[config.mk]
export PLATFORM = sky130hd
export DESIGN_NAME = dco_nco_array_flat
export DESIGN_NICKNAME = d
export VERILOG_FILES = /design/src/rtl/dco_nco_array_if.sv /design/src/rtl/dco_nco_array.sv /design/src/flat_wrapper.sv
export SDC_FILE = /design/constraint.sdc
export NUM_CORES = 1
export LEC_CHECK = 0
export BUFFER_PORTS_ARGS = -buffer_cell sky130_fd_sc_hd__buf_2
export CAP_MARGIN = 15
export CORE_UTILIZATION = 50
export CTS_CLUSTER_DIAMETER = 150
export CTS_CLUSTER_SIZE = 28
export DETAILED_ROUTE_END_ITERATION = 6
export PLACE_DENSITY = 0.67
export SETUP_SLACK_MARGIN = 0.05
export SLEW_MARGIN = 10
export SYNTH_ARGS = -nofsm -noshare
export SYNTH_HDL_FRONTEND = slang
export SYNTH_SLANG_ARGS = --single-unit
[constraint.sdc]
create_clock -name clk -period 4.5 [get_ports clk]
set_input_delay 0.225 -clock clk [delete_from_list [all_inputs] [get_ports clk]]
set_output_delay 0.225 -clock clk [all_outputs]
set_load 0.005 [all_outputs]
[src/rtl/dco_nco_array_if.sv]
// Tuning-code write port for dco_nco_array: valid/ready handshake carrying
// target channel, code and output mode.
interface dco_nco_array_if #(
   parameter int NCH    = 2,
   parameter int CODE_W = 8
);
   localparam int CH_W = (NCH > 1) ? $clog2(NCH) : 1;

   logic              code_valid;
   logic              code_ready;
   logic [CH_W-1:0]   code_ch;
   logic [CODE_W-1:0] code_data;
   logic              code_mode;

   modport master (
      output code_valid, code_ch, code_data, code_mode,
      input  code_ready
   );

   modport slave (
      input  code_valid, code_ch, code_data, code_mode,
      output code_ready
   );
endinterface

[src/rtl/dco_nco_array.sv]
// Multi-channel phase-accumulator DCO; code writes are shadowed and applied
// only at the channel's wrap (or when idle / disabled) so periods never truncate.
module dco_nco_array #(
   parameter int NCH    = 2,
   parameter int CODE_W = 8,
   parameter int ACC_W  = 16
) (
   input  logic           clk,
   input  logic           rst_n,
   input  logic           en,
   dco_nco_array_if.slave bus,
   output logic [NCH-1:0] dco_out,
   output logic [NCH-1:0] wrap_pulse
);
   localparam int CH_W = (NCH > 1) ? $clog2(NCH) : 1;

   logic [NCH-1:0][ACC_W-1:0]  acc_q, acc_d;
   logic [NCH-1:0][CODE_W-1:0] code_q, code_d;
   logic [NCH-1:0][CODE_W-1:0] shadow_code_q, shadow_code_d;
   logic [NCH-1:0]             mode_q, mode_d;
   logic [NCH-1:0]             shadow_mode_q, shadow_mode_d;
   logic [NCH-1:0]             pend_q, pend_d;
   logic [NCH-1:0]             tog_q, tog_d;
   logic [NCH-1:0]             wrap_q, wrap_d;
   logic                       code_ready;
   logic                       wr;
   logic [CH_W-1:0]            wr_ch;

   assign wr_ch = bus.code_ch;

   // Out-of-range channel numbers match no entry and leave ready low.
   always_comb begin
      code_ready = 1'b0;
      for (int unsigned c = 0; c < NCH; c++) begin
         if (wr_ch == CH_W'(c)) code_ready = ~pend_q[c];
      end
   end

   assign bus.code_ready = code_ready;
   assign wr             = bus.code_valid & code_ready;

   always_comb begin
      logic [ACC_W:0] sum;
      logic           run;
      logic           carry;
      acc_d         = acc_q;
      code_d        = code_q;
      mode_d        = mode_q;
      shadow_code_d = shadow_code_q;
      shadow_mode_d = shadow_mode_q;
      pend_d        = pend_q;
      tog_d         = tog_q;
      wrap_d        = '0;
      for (int unsigned c = 0; c < NCH; c++) begin
         run   = en && (code_q[c] != '0);
         sum   = {1'b0, acc_q[c]} + (ACC_W+1)'(code_q[c]);
         carry = run & sum[ACC_W];
         acc_d[c]  = run ? sum[ACC_W-1:0] : '0;
         tog_d[c]  = en & (tog_q[c] ^ carry);
         wrap_d[c] = carry;
         // The carrying add above still used the old code; the new one starts next cycle.
         if (pend_q[c] && (carry || (code_q[c] == '0) || !en)) begin
            code_d[c] = shadow_code_q[c];
            mode_d[c] = shadow_mode_q[c];
            pend_d[c] = 1'b0;
         end
         if (wr && (wr_ch == CH_W'(c))) begin
            shadow_code_d[c] = bus.code_data;
            shadow_mode_d[c] = bus.code_mode;
            pend_d[c]        = 1'b1;
         end
      end
   end

   always_comb begin
      for (int unsigned c = 0; c < NCH; c++) begin
         dco_out[c] = mode_q[c] ? tog_q[c] : acc_q[c][ACC_W-1];
      end
   end

   assign wrap_pulse = wrap_q;

   always_ff @(posedge clk or negedge rst_n) begin
      if (!rst_n) begin
         acc_q         <= '0;
         code_q        <= '0;
         mode_q        <= '0;
         shadow_code_q <= '0;
         shadow_mode_q <= '0;
         pend_q        <= '0;
         tog_q         <= '0;
         wrap_q        <= '0;
      end else begin
         acc_q         <= acc_d;
         code_q        <= code_d;
         mode_q        <= mode_d;
         shadow_code_q <= shadow_code_d;
         shadow_mode_q <= shadow_mode_d;
         pend_q        <= pend_d;
         tog_q         <= tog_d;
         wrap_q        <= wrap_d;
      end
   end
endmodule
[src/flat_wrapper.sv]
// flat-port wrapper written by rule: the top's interface ports become plain ports
module dco_nco_array_flat 
#(
   parameter int NCH    = 2,
   parameter int CODE_W = 8,
   parameter int ACC_W  = 16
)
  (clk, rst_n, en, dco_out, wrap_pulse, bus_code_valid, bus_code_ch, bus_code_data, bus_code_mode, bus_code_ready);
  dco_nco_array_if #(.NCH(NCH), .CODE_W(CODE_W)) bus_i ();
  input  logic clk;
  input  logic rst_n;
  input  logic en;
  output logic [NCH-1:0] dco_out;
  output logic [NCH-1:0] wrap_pulse;
  input wire logic [$bits(bus_i.code_valid)-1:0] bus_code_valid;
  input wire logic [$bits(bus_i.code_ch)-1:0] bus_code_ch;
  input wire logic [$bits(bus_i.code_data)-1:0] bus_code_data;
  input wire logic [$bits(bus_i.code_mode)-1:0] bus_code_mode;
  output wire logic [$bits(bus_i.code_ready)-1:0] bus_code_ready;
  assign bus_i.code_valid = bus_code_valid;
  assign bus_i.code_ch = bus_code_ch;
  assign bus_i.code_data = bus_code_data;
  assign bus_i.code_mode = bus_code_mode;
  assign bus_code_ready = bus_i.code_ready;
  dco_nco_array #(.NCH(NCH), .CODE_W(CODE_W), .ACC_W(ACC_W)) u_core (.clk(clk), .rst_n(rst_n), .en(en), .bus(bus_i), .dco_out(dco_out), .wrap_pulse(wrap_pulse));
endmodule
* Yosys cells after proc, flatten, opt, wreduce, memory -nomap -nowiden
Index checks and enable logic that the tools add are counted.
** Operators by class
- Add/subtract/negate cells :: 2
- Mux-type cells :: 9
- Bitwise gates (word level) :: 10
- Reduce and logical (&&, ||, !) cells :: 17
** Operator list (count)
- $add 16x8->17 :: 2
- $mux 16 :: 2
- $logic_not 8->1 :: 2
- $reduce_bool 8->1 :: 2
- $mux 1 :: 7
- $logic_and 1x1->1 :: 6
- $and 1x1->1 :: 5
- $logic_or 1x1->1 :: 4
- $reduce_bool 2->1 :: 2
- $not 1->1 :: 3
- $xor 1x1->1 :: 2
- $logic_not 1->1 :: 1
** Word-level totals
- Flip-flop bits (word level) :: 74
- Input port bits :: 14
- Output and inout port bits :: 5
- Logic and storage cells :: 52

* Longest topological paths before layout
Gate-level depths: netlist (run 1).
- Word-level depth :: 8
- Depth in mapped cells :: 8
- Gate-level depth less buffers :: 7

* Worst setup path before layout (run 1)
No wires, ideal clock.
- Path type :: reg-to-reg
- Start :: reg u_core.code_q[0] (netlist name)
- End :: reg u_core.code_q[0] (netlist name)
- Library setup time :: 0.125 ns
- Arrival time :: 2.342 ns
- Data required time :: 4.375 ns
- Slack :: 2.033 ns
- Cell stages (with the launch flop) :: 8
- Path buffers :: 0
- Clock period less this slack :: 2.467 ns
- Cells stage by stage :: dfrtp_1 ha_1 fa_1 a21o_1 a221oi_2 nor4b_2 o21ai_2 mux2_2
** On the way
- Cells in the longest elaborated chain, start to end :: 6
- Elaborated cells on any way between the ends :: 8
- Those cells by class :: add/sub: 1; bitwise: 1; reduce/logical: 6
** RTL lines
- from (decl) :: RTL line dco_nco_array.sv:18 : logic [NCH-1:0][CODE_W-1:0] code_q, code_d;
- from (signal assigned) :: RTL line dco_nco_array.sv:95 : code_q <= code_d;
- parallel branches: the longest is 3 deep, another holds $add 16x8->17
- $logic_or 1x1->1 * (2 in a row) :: RTL line dco_nco_array.sv:62 : if (pend_q[c] && (carry || (code_q[c] == '0) || !en)) begin
- $logic_and 1x1->1 * :: RTL line dco_nco_array.sv:62
Every way passes the cells marked *.
A chain may end at the register's enable or synchronous reset.

* Worst setup path after layout (run 1)
- Start :: reg u_core.code_q[0] (netlist name)
- End :: reg u_core.code_q[7] (netlist name)
Same word-level chain as after synthesis.

==> summary.md, run 1 <==
| Metric | Value |
|---|---|
| Cell Area, Synth | `0.00364 mm^2` |
| Pins over their slew limit | `0` |
| Worst-case vdd ir drop | `0.000298 V` |
| Highest Clock Rate | `0.355 GHz` |
| Routed wire length per instance | `15.6 um` |
| Initial cell density of the core | `0.527` |
| Commonest cells after routing, fill and taps aside | `74 x sky130_fd_sc_hd__dfrtp_1, 33 x sky130_fd_sc_hd__mux2_2, 19 x sky130_fd_sc_hd__nor2_1` |
| Synth Net Count | `338` |
| Setup fix buffers added after clock tree synthesis | `0` |
| Clock root buffer | `sky130_fd_sc_hd__clkbuf_8` |
| Non-filler cells in the finished layout | `429` |
| Die Width | `87.3 um` |
| Placeable Area | `0.00691 mm^2` |
| Number of standard cells after synthesis | `306` |
| Final Hold Violating Endpoints | `0` |
| Maximum number of pins on one net before global-route repair | `45` |
| Vias | `2414` |
| Leak pwr | `1.83 nW` |
| Floorplan row count | `30` |
| Total GRT Usage | `0.201` |
| Clock tree from TritonCTS | `done` |
| Post-DP HPWL | `4690 um` |
| Count of endpoints failing setup in the final report | `0` |
| Clock transition time at the flip-flop clock pins of the worst setup and hold paths | `0.07 ns` |
| Total of fill cells in the finished design | `621` |
| Share of final-layout standard cells stronger than drive strength 1 | `0.234` |
| Most common cell after layout, fill and taps aside | `sky130_fd_sc_hd__dfrtp_1` |
| Per-cell via count in the routed design | `5.63` |
| Antenna diodes | `0` |
| Iter 0 DRT Violations | `120` |
| Sequential element share of the synthesized area | `0.509` |
| Htree depth | `3` |
| Die area | `0.00763 mm^2` |
| Post-route worst hold slack | `0.137 ns` |
| Synthesis Warnings | `0` |
| Max-Slew Margin vs Limit | `0.456` |
| Crit end category | `register` |
| Count of boundary I/O pins | `19` |
| Unrepaired setup endpoints after global routing | `no` |
| Area of combinational cells with multiple inputs | `0.00174 mm^2` |
| Synth Flop Type | `sky130_fd_sc_hd__dfrtp_1` |
| Y dimension of the die | `87.3 um` |
| Critical path launch point type | `register` |
| Clock share of power | `0.200` |
| Design internal power | `1.58 mW` |
| Sequential share of power | `0.400` |
| Shortest period the worst path allows | `2.81 ns` |
| Max clock buf depth | `2` |
| Type of the worst min-delay path | `input port to register` |
| Fraction of power spent switching nets | `0.362` |
| P per Cell Area | `616 mW/mm^2` |
| Result of the run | `finished, final reports clean` |
| First-pass GRT wire length | `11700 um` |
| Share of flip-flops with an asynchronous set or reset after synthesis | `1.00` |
| Reg area | `0.00185 mm^2` |
| Class of the most critical setup path | `register to register` |
| Source-to-sink clock delay at the later pin of the worst-skew pair | `0.34 ns` |
| Cell total after placement | `413` |
| Crit path DAT | `3.03 ns` |
| Final Core Density | `0.583` |
| Remaining global-route overflow | `0` |
| Share of total power in combinational logic | `0.400` |
| Power dissipated by switching net loads | `898 uW` |
| Hold buffer count at CTS | `1` |
| Slew at the pin with the worst max-slew slack | `0.812 ns` |
| Number of buffer cells added on primary ports | `18` |
| Final period utilization | `0.625` |
| Number of synthesized register bits | `74` |
| Data required time at the worst endpoint | `4.72 ns` |
| Maximum fanout encountered on the critical timing path | `9` |
| Vias in the first global route | `2418` |
| Weighted congestion at the end of routability-driven global placement | `0.801` |
| Total clock buffers created by CTS | `9` |
| Number of sinks handled by clock tree synthesis | `74` |
| Post-layout nets | `361` |
| Overall routed net length | `6710 um` |
| TNS Setup | `0 ns` |
| Count of flip-flops with a built-in enable after synthesis | `0` |
| Length in cells of the worst reg-to-reg path | `7` |
| Antenna violations before repair | `0` |
| Design Power | `2.48 mW` |
| Length of the first detailed-routing pass in iterations | `4` |
| Post-cts repair resize count | `0` |
| Mean instance size in the synthesized netlist | `11.9 um^2` |
| DRC violations left | `0` |
| Total of max-cap violations | `0` |
| Post-route clock skew | `0.00769 ns` |
| Number of cells traversed by the worst hold path | `2` |
| Number of distinct library cell variants in the gate-level netlist after synthesis | `53` |
| Area growth from synthesis to final layout | `10.6%` |
| Count of nets left with antenna violations after detail routing | `0` |
-- power by group through the flow --
stage	registers, mW	logic [mW]	clock network [mW]
detailed placement	1.00	0.979	0
floorplan	0.955	0.819	0
CTS	0.993	0.993	0.508
global placement	1.00	0.960	0
global route	1.02	1.12	0.538
finish	0.992	0.991	0.497
-- worst paths after layout --
path                                                        end  slack, ns                                start
max in group asynchronous          u_core.code_q[1]$_DFFE_PN0P_       3.03                                rst_n
setup reg to reg                   u_core.code_q[7]$_DFFE_PN0P_       1.69         u_core.code_q[0]$_DFFE_PN0P_
min in group asynchronous            u_core.acc_q[28]$_DFF_PN0_       0.47                                rst_n
hold reg to reg             u_core.shadow_mode_q[1]$_DFFE_PN0P_       0.50  u_core.shadow_mode_q[1]$_DFFE_PN0P_
hold / removal             u_core.shadow_code_q[10]$_DFFE_PN0P_       0.14                     bus_code_data[2]
setup / recovery                   u_core.code_q[7]$_DFFE_PN0P_       1.69         u_core.code_q[0]$_DFFE_PN0P_
-- through the flow --
stage                     cell area (um^2)  worst slack, ns
final                                 4030             1.69
after global routing                  4030             1.47
after CTS                             4030             1.70
after detailed placement              3830             1.73
after global placement                3830             1.81
after floorplan                       3640             2.03
-- synth_stat cells, drive strengths merged, types with 3 or more instances --
library cell	n	area, um^2
a21o	11	82.6
a21oi	17	85.1
a31oi	4	25.0
and3	5	31.3
and4	3	27.5
clkbuf	7	26.3
dfrtp	74	1850
ha	16	200
inv	5	18.8
mux2	38	447
nand2	15	56.3
nand4	4	25.0
nor2	19	71.3
nor4	3	18.8
o211ai	4	30.0
o21a	3	22.5
o21ai	15	90.1
or3	10	63.8
or4	3	22.5
xnor2	10	87.6
xor2	6	52.6
-- logic make-up after synthesis --
| kind of cell | after synthesis | synth area share |
|---|---|---|
| XOR/XNOR | 16 | 0.0385 |
| multiplexers | 39 | 0.125 |
| buffers and inverters | 14 | 0.0148 |
| AND/OR/NAND/NOR | 77 | 0.116 |
| flip-flops | 74 | 0.509 |
| AO/OA/AOI/OAI | 68 | 0.131 |
| adder cells (fa/ha/maj) | 18 | 0.0660 |
-- state kept, by name (all words and copies together), names as in the netlist --
| register | count |
|---|---|
| u_core.acc_q | 32 |
| u_core.code_q | 16 |
| u_core.shadow_code_q | 16 |
| u_core.mode_q | 2 |
| u_core.pend_q | 2 |
| u_core.shadow_mode_q | 2 |
| u_core.tog_q | 2 |
| u_core.wrap_pulse | 2 |
-- area by class of cell --
| type | instances | share of cell area |
|---|---|---|
| flip-flops and latches | 74 | 0.460 |
| multi-input cells | 218 | 0.431 |
| clock buffers | 12 | 0.0360 |
| well taps | 96 | 0.0298 |
| repair buffers | 21 | 0.0286 |
| clock inverters | 3 | 0.00994 |
| inverters | 5 | 0.00466 |
-- layer usage --
| layer | routed length (um) | GRT usage | share of wire |
|---|---|---|---|
| met3 | 231 | 0.0351 | 0.034 |
| met2 | 2920 | 0.287 | 0.43 |
| met4 | 76 | 0.0805 | 0.011 |
| met1 | 3490 | 0.302 | 0.52 |
| met5 | 0 | 0 | 0 |
-- worst max-delay path, stage by stage, from the launching register on --
cell                       delay (ns)
sky130_fd_sc_hd__dfrtp_1         0.40
sky130_fd_sc_hd__ha_1            0.24
sky130_fd_sc_hd__fa_1            0.40
sky130_fd_sc_hd__a21o_1          0.21
sky130_fd_sc_hd__a221oi_2        0.46
sky130_fd_sc_hd__nor4b_2         0.15
sky130_fd_sc_hd__o21ai_2         0.44
sky130_fd_sc_hd__mux2_2          0.40
Note: power is estimated with default switching activity, not from simulation.
==> run 2, diff against run 1 <==
==> constraint.sdc (replaced) <==
create_clock -name clk -period 2.6 [get_ports clk]
set_input_delay 0.13 -clock clk [delete_from_list [all_inputs] [get_ports clk]]
set_output_delay 0.13 -clock clk [all_outputs]
set_load 0.005 [all_outputs]
==> summary.md, run 2 (synthesis results as in run 1) <==
| Metric | Value |
|---|---|
| Post-DP HPWL | `4730 um` |
| Worst path slowest cell | `sky130_fd_sc_hd__dfrtp_1` |
| M3 GR Usage | `0.0389` |
| Design internal power | `2.88 mW` |
| Total of fill cells in the finished design | `610` |
| Class of the most critical setup path | `register to register` |
| Maximum single-stage delay on the critical path | `0.40 ns` |
| Leak pwr | `1.89 nW` |
| Clock transition time at the flip-flop clock pins of the worst setup and hold paths | `0.07 ns` |
| Length of the first detailed-routing pass in iterations | `4` |
| Max-Slew Margin vs Limit | `0.580` |
| Min-Delay Startpoint | `bus_code_mode` |
| Total clock buffers created by CTS | `9` |
| TNS Setup | `0 ns` |
| Reg2reg start | `u_core.code_q[0]$_DFFE_PN0P_` |
| Vias in the first global route | `2372` |
| Shortest period the worst path allows | `2.44 ns` |
| Iter 0 DRT Violations | `96` |
| Per-cell via count in the routed design | `5.69` |
| Overall routed net length | `6770 um` |
| Count of endpoints failing setup in the final report | `0` |
| Htree depth | `3` |
| Largest delay contributor family on the critical path | `compound AO/OA/AOI/OAI gates` |
| P per Cell Area | `1080 mW/mm^2` |
| Share of final-layout standard cells stronger than drive strength 1 | `0.268` |
| Worst-case vdd ir drop | `0.000415 V` |
| Most common cell after layout, fill and taps aside | `sky130_fd_sc_hd__dfrtp_1` |
| Floorplan row count | `30` |
| Crit end category | `register` |
| Antenna diodes | `0` |
| Cells along the critical path | `ha_1, fa_2, a21o_1, a221oi_4, nor4b_2, o21ai_2, buf_12, mux2_2` |
| Y dimension of the die | `87.3 um` |
| Most Crowded Layer GR | `met1` |
| Total of max-cap violations | `0` |
| Largest registers in the final layout | `u_core.acc_q: 32 flops, u_core.code_q: 16 flops, u_core.shadow_code_q: 16 flops` |
| Source-to-sink clock delay at the later pin of the worst-skew pair | `0.35 ns` |
| Final Core Density | `0.602` |
| DRC violations left | `0` |
| Post-layout nets | `370` |
| Design Power | `4.50 mW` |
| Number of sinks handled by clock tree synthesis | `74` |
| Slew at the pin with the worst max-slew slack | `0.629 ns` |
| Total GRT Usage | `0.197` |
| Share of total power in combinational logic | `0.415` |
| Crit path DAT | `2.67 ns` |
| Antenna violations before repair | `0` |
| Placeable Area | `0.00691 mm^2` |
| Biggest register | `u_core.acc_q` |
| Fraction of power spent switching nets | `0.359` |
| Number of buffer cells added on primary ports | `18` |
| Result of the run | `finished, final reports clean` |
| Pins over their slew limit | `0` |
| Commonest cells after routing, fill and taps aside | `74 x sky130_fd_sc_hd__dfrtp_1, 33 x sky130_fd_sc_hd__mux2_2, 19 x sky130_fd_sc_hd__nor2_1` |
| Final period utilization | `0.939` |
| Fraction of met2 tracks used by global routing | `0.282` |
| Critical path buffers and inverters | `1` |
| Post-route worst hold slack | `0.0286 ns` |
| Routed wire length per instance | `15.4 um` |
| Max clock buf depth | `2` |
| Count of nets left with antenna violations after detail routing | `0` |
| Clock share of power | `0.201` |
| Area growth from synthesis to final layout | `14.1%` |
| Die Width | `87.3 um` |
| Highest Clock Rate | `0.410 GHz` |
| Data required time at the worst endpoint | `2.83 ns` |
| First-pass GRT wire length | `11400 um` |
| Count of boundary I/O pins | `19` |
| Max reg flops | `32` |
| Remaining global-route overflow | `0` |
| Critical path launch point type | `register` |
| Initial cell density of the core | `0.527` |
| Type of the worst min-delay path | `input port to register` |
| Die area | `0.00763 mm^2` |
| Clock tree from TritonCTS | `done` |
| Power dissipated by switching net loads | `1.62 mW` |
| Unrepaired setup endpoints after global routing | `no` |
| Maximum number of pins on one net before global-route repair | `75` |
| Sequential share of power | `0.383` |
| Weighted congestion at the end of routability-driven global placement | `0.829` |
| Global Route met1 Usage | `0.287` |
| Clock root buffer | `sky130_fd_sc_hd__clkbuf_8` |
| Final Hold Violating Endpoints | `0` |
| Launching instance or port of the critical path | `u_core.code_q[0]$_DFFE_PN0P_` |
| Maximum fanout encountered on the critical timing path | `9` |
| Vias | `2500` |
| Post-route clock skew | `0.00635 ns` |
| R2r setup slk | `0.16 ns` |
run 2: cell type report:
cell class | instances | area (um^2) | share of cell area
flip-flops and latches | 74 | 1850 | 0.446
inverters | 5 | 18.8 | 0.00452
clock inverters | 5 | 52.6 | 0.0126
well taps | 96 | 120 | 0.0289
repair buffers | 30 | 208 | 0.0500
clock buffers | 11 | 151 | 0.0364
multi-input cells | 218 | 1750 | 0.422
run 2: final timing paths:
| path | endpoint | cells after the start |
|---|---|---|
| setup / recovery | u_core.code_q[0]$_DFFE_PN0P_ | 8 |
| setup reg to reg | u_core.code_q[0]$_DFFE_PN0P_ | 8 |
| hold / removal | u_core.shadow_mode_q[1]$_DFFE_PN0P_ | 2 |
| hold reg to reg | u_core.code_q[14]$_DFFE_PN0P_ | 1 |
| max in group asynchronous | u_core.code_q[0]$_DFFE_PN0P_ | 3 |
| min in group asynchronous | u_core.acc_q[26]$_DFF_PN0_ | 3 |
run 2: repair_timing:
item	4_1_cts	5_1_grt
hold buffers	1	0
buffers inserted	0	2
endpoints found under the setup margin	0	12
gates resized for setup	0	3
hold endpoints to repair	74	0
run 2: metal layers:
metal  vias to the layer above  wire length, um
li1                       1198                -
met1                      1241             3490
met2                        50             2950
met3                        11              218
met4                         0              106
met5                         -                0
run 2: power by group through the flow:
stage | clock (mW) | combinational [mW] | sequential [mW]
floorplan | 0 | 1.42 | 1.65
global placement | 0 | 1.74 | 1.74
detailed placement | 0 | 1.77 | 1.75
CTS | 0.935 | 1.78 | 1.73
global route | 0.982 | 2.10 | 1.76
finish | 0.905 | 1.87 | 1.72
run 2: through the flow:
step / worst slack, ns / area, um^2 / cells
final: 0.158 / 4160 / 439
after CTS: 0.108 / 4120 / 437
after global routing: 0.0626 / 4160 / 439
after detailed placement: 0.131 / 3910 / 420
after global placement: 0.175 / 3910 / 420
after floorplan: 0.133 / 3640 / 306
==> run 3, diff against run 2 <==
--- a/config.mk
+++ b/config.mk
@@ -5,8 +5,9 @@
 export SDC_FILE = /design/constraint.sdc
 export NUM_CORES = 1
 export LEC_CHECK = 0
-export BUFFER_PORTS_ARGS = -buffer_cell sky130_fd_sc_hd__buf_2
+export BUFFER_PORTS_ARGS = -buffer_cell sky130_fd_sc_hd__clkbuf_2
 export CAP_MARGIN = 15
+export CORE_MARGIN = 4
 export CORE_UTILIZATION = 50
 export CTS_CLUSTER_DIAMETER = 150
 export CTS_CLUSTER_SIZE = 28
==> summary.md, run 3 (synthesis results as in run 1) <==
| Metric | Value |
|---|---|
| Placeable Area | `0.00694 mm^2` |
| Hold worst-path end | `u_core.shadow_code_q[9]$_DFFE_PN0P_` |
| Vias | `2455` |
| Type of the worst min-delay path | `input port to register` |
| Count of nets left with antenna violations after detail routing | `0` |
| Htree depth | `3` |
| Max clock buf depth | `2` |
| Total of max-cap violations | `0` |
| Min-Delay Startpoint | `bus_code_data[1]` |
| Post-layout nets | `368` |
| Largest registers in the final layout | `u_core.acc_q: 32 flops, u_core.code_q: 16 flops, u_core.shadow_code_q: 16 flops` |
| Total GRT Usage | `0.169` |
| Pins over their slew limit | `0` |
| Die area | `0.00871 mm^2` |
| Critical path launch point type | `register` |
| Total clock buffers created by CTS | `9` |
| Reg2reg start | `u_core.code_q[0]$_DFFE_PN0P_` |
| Vias in the first global route | `2434` |
| Per-cell via count in the routed design | `5.62` |
| Highest Clock Rate | `0.412 GHz` |
| Antenna diodes | `0` |
| Unrepaired setup endpoints after global routing | `no` |
| Most common cell after layout, fill and taps aside | `sky130_fd_sc_hd__dfrtp_1` |
| Number of cells traversed by the worst hold path | `2` |
| Reg-to-reg critical path endpoint | `u_core.code_q[6]$_DFFE_PN0P_` |
| Max-Slew Margin vs Limit | `0.384` |
| Initial cell density of the core | `0.524` |
| Share of final-layout standard cells stronger than drive strength 1 | `0.264` |
| Remaining global-route overflow | `0` |
| Post-DP HPWL | `4770 um` |
| TNS Setup | `0 ns` |
| Result of the run | `finished, final reports clean` |
| Cell Area, Placed | `0.00389 mm^2` |
| Max reg flops | `32` |
| Maximum number of pins on one net before global-route repair | `75` |
| Length of the first detailed-routing pass in iterations | `4` |
| Class of the most critical setup path | `register to register` |
| Number of sinks handled by clock tree synthesis | `74` |
| Biggest register | `u_core.acc_q` |
| Commonest cells after routing, fill and taps aside | `74 x sky130_fd_sc_hd__dfrtp_1, 33 x sky130_fd_sc_hd__mux2_2, 19 x sky130_fd_sc_hd__nor2_1` |
| Number of buffer cells added on primary ports | `18` |
| Maximum fanout encountered on the critical timing path | `9` |
| Antenna violations before repair | `0` |
| Final design instance area without fill | `0.00414 mm^2` |
| Leak pwr | `1.89 nW` |
| Post-route clock skew | `0.0107 ns` |
| Crit path DAT | `2.65 ns` |
| R2r setup slk | `0.17 ns` |
| Final Hold Violating Endpoints | `0` |
| Clock transition time at the flip-flop clock pins of the worst setup and hold paths | `0.07 ns` |
| Area growth from synthesis to final layout | `13.7%` |
| Data required time at the worst endpoint | `2.82 ns` |
| Count of endpoints failing setup in the final report | `0` |
| DRC violations left | `0` |
| First-pass GRT wire length | `11600 um` |
| Clock root buffer | `sky130_fd_sc_hd__clkbuf_8` |
| Slew at the pin with the worst max-slew slack | `0.925 ns` |
| Count of boundary I/O pins | `19` |
| Crit end category | `register` |
| Die Width | `93.3 um` |
| Y dimension of the die | `93.3 um` |
| Final period utilization | `0.934` |
| Floorplan row count | `30` |
| Length in cells of the worst reg-to-reg path | `8` |
| Shortest period the worst path allows | `2.43 ns` |
| Clock tree from TritonCTS | `done` |
| Worst-case vdd ir drop | `0.000495 V` |
| Routed wire length per instance | `15.6 um` |
| Weighted congestion at the end of routability-driven global placement | `0.804` |
| Total of fill cells in the finished design | `597` |
| P per Cell Area | `1080 mW/mm^2` |
| Iter 0 DRT Violations | `86` |
| Overall routed net length | `6840 um` |
| Source-to-sink clock delay at the later pin of the worst-skew pair | `0.34 ns` |
==> run 3: cell count changes in the layout (fill, tap and decap cells not counted), sizes merged <==
cell and change:
buf -19, bufinv -1, clkinv -2, clkinvlp -1, clkbuf +21
==> run 3: worst max-delay path, stage by stage (launching register included) <==
cell and delay, ns:
sky130_fd_sc_hd__dfrtp_1 0.40, sky130_fd_sc_hd__ha_2 0.21, sky130_fd_sc_hd__fa_2 0.35, sky130_fd_sc_hd__a21o_1 0.24
sky130_fd_sc_hd__a221oi_4 0.33, sky130_fd_sc_hd__nor4b_4 0.11, sky130_fd_sc_hd__o21ai_2 0.19, sky130_fd_sc_hd__buf_12 0.15
sky130_fd_sc_hd__mux2_2 0.33
==> run 3: cell type report <==
type / instances / area [um^2] / share of cell area
sequential: 74 / 1850 / 0.447
clock inverter: 1 / 5.00 / 0.00121
tap: 96 / 120 / 0.0290
inverter: 5 / 18.8 / 0.00453
clock buffer: 15 / 196 / 0.0475
multi-input combinational: 218 / 1760 / 0.426
timing repair buffer: 28 / 183 / 0.0441
==> run 3: per-stage QoR <==
step | util | instances | power (mW) | setup slack (ns) | hold slack [ns]
6_report | 0.596 | 437 | 4.48 | 0.172 | 0.0457
2_1_floorplan | - | 306 | 3.07 | 0.133 | -0.166
5_1_grt | 0.596 | 437 | 4.83 | 0.0573 | 0.0255
3_5_place_dp | 0.560 | 419 | 3.53 | 0.116 | 0.333
4_1_cts | 0.591 | 436 | 4.44 | 0.0874 | 0.0290
3_3_place_gp | 0.560 | 419 | 3.48 | 0.173 | 0.327
==> run 3: how the worst max path moves through the flow <==
| stage | startpoint | to |
|---|---|---|
| 5_1_grt | u_core.code_q[0]$_DFFE_PN0P_ | u_core.code_q[5]$_DFFE_PN0P_ |
| 3_5_place_dp | u_core.code_q[0]$_DFFE_PN0P_ | u_core.code_q[5]$_DFFE_PN0P_ |
| 4_1_cts | u_core.code_q[0]$_DFFE_PN0P_ | u_core.code_q[6]$_DFFE_PN0P_ |
| 6_report | u_core.code_q[0]$_DFFE_PN0P_ | u_core.code_q[6]$_DFFE_PN0P_ |
| 2_1_floorplan | u_core.code_q[0]$_DFFE_PN0P_ | u_core.code_q[0]$_DFFE_PN0P_ |
| 3_3_place_gp | u_core.code_q[8]$_DFFE_PN0P_ | u_core.code_q[8]$_DFFE_PN0P_ |
==> run 3: per-layer routing <==
metal / vias to the layer above / GRT usage / part of all wire / wire length [um]
li1: 1193 / - / - / -
met1: 1205 / 0.256 / 0.51 / 3510
met2: 43 / 0.233 / 0.43 / 2940
met3: 14 / 0.0298 / 0.035 / 242
met4: 0 / 0.0806 / 0.021 / 145
met5: - / 0 / 0 / 0
==> run 3: what timing repair did <==
action / CTS / global route
hold buffers: 1 / 0
setup buffers: 0 / 1
endpoints found under the hold margin: 74 / 0
endpoints found under the setup margin: 0 / 18
resized for setup: 0 / 5
==> run 3: power breakdown <==
part           total (mW)  switching (mW)  internal (mW)
registers            1.72           0.241           1.48
clock network       0.875           0.398          0.477
logic                1.88           0.978          0.907
total                4.48            1.62           2.87
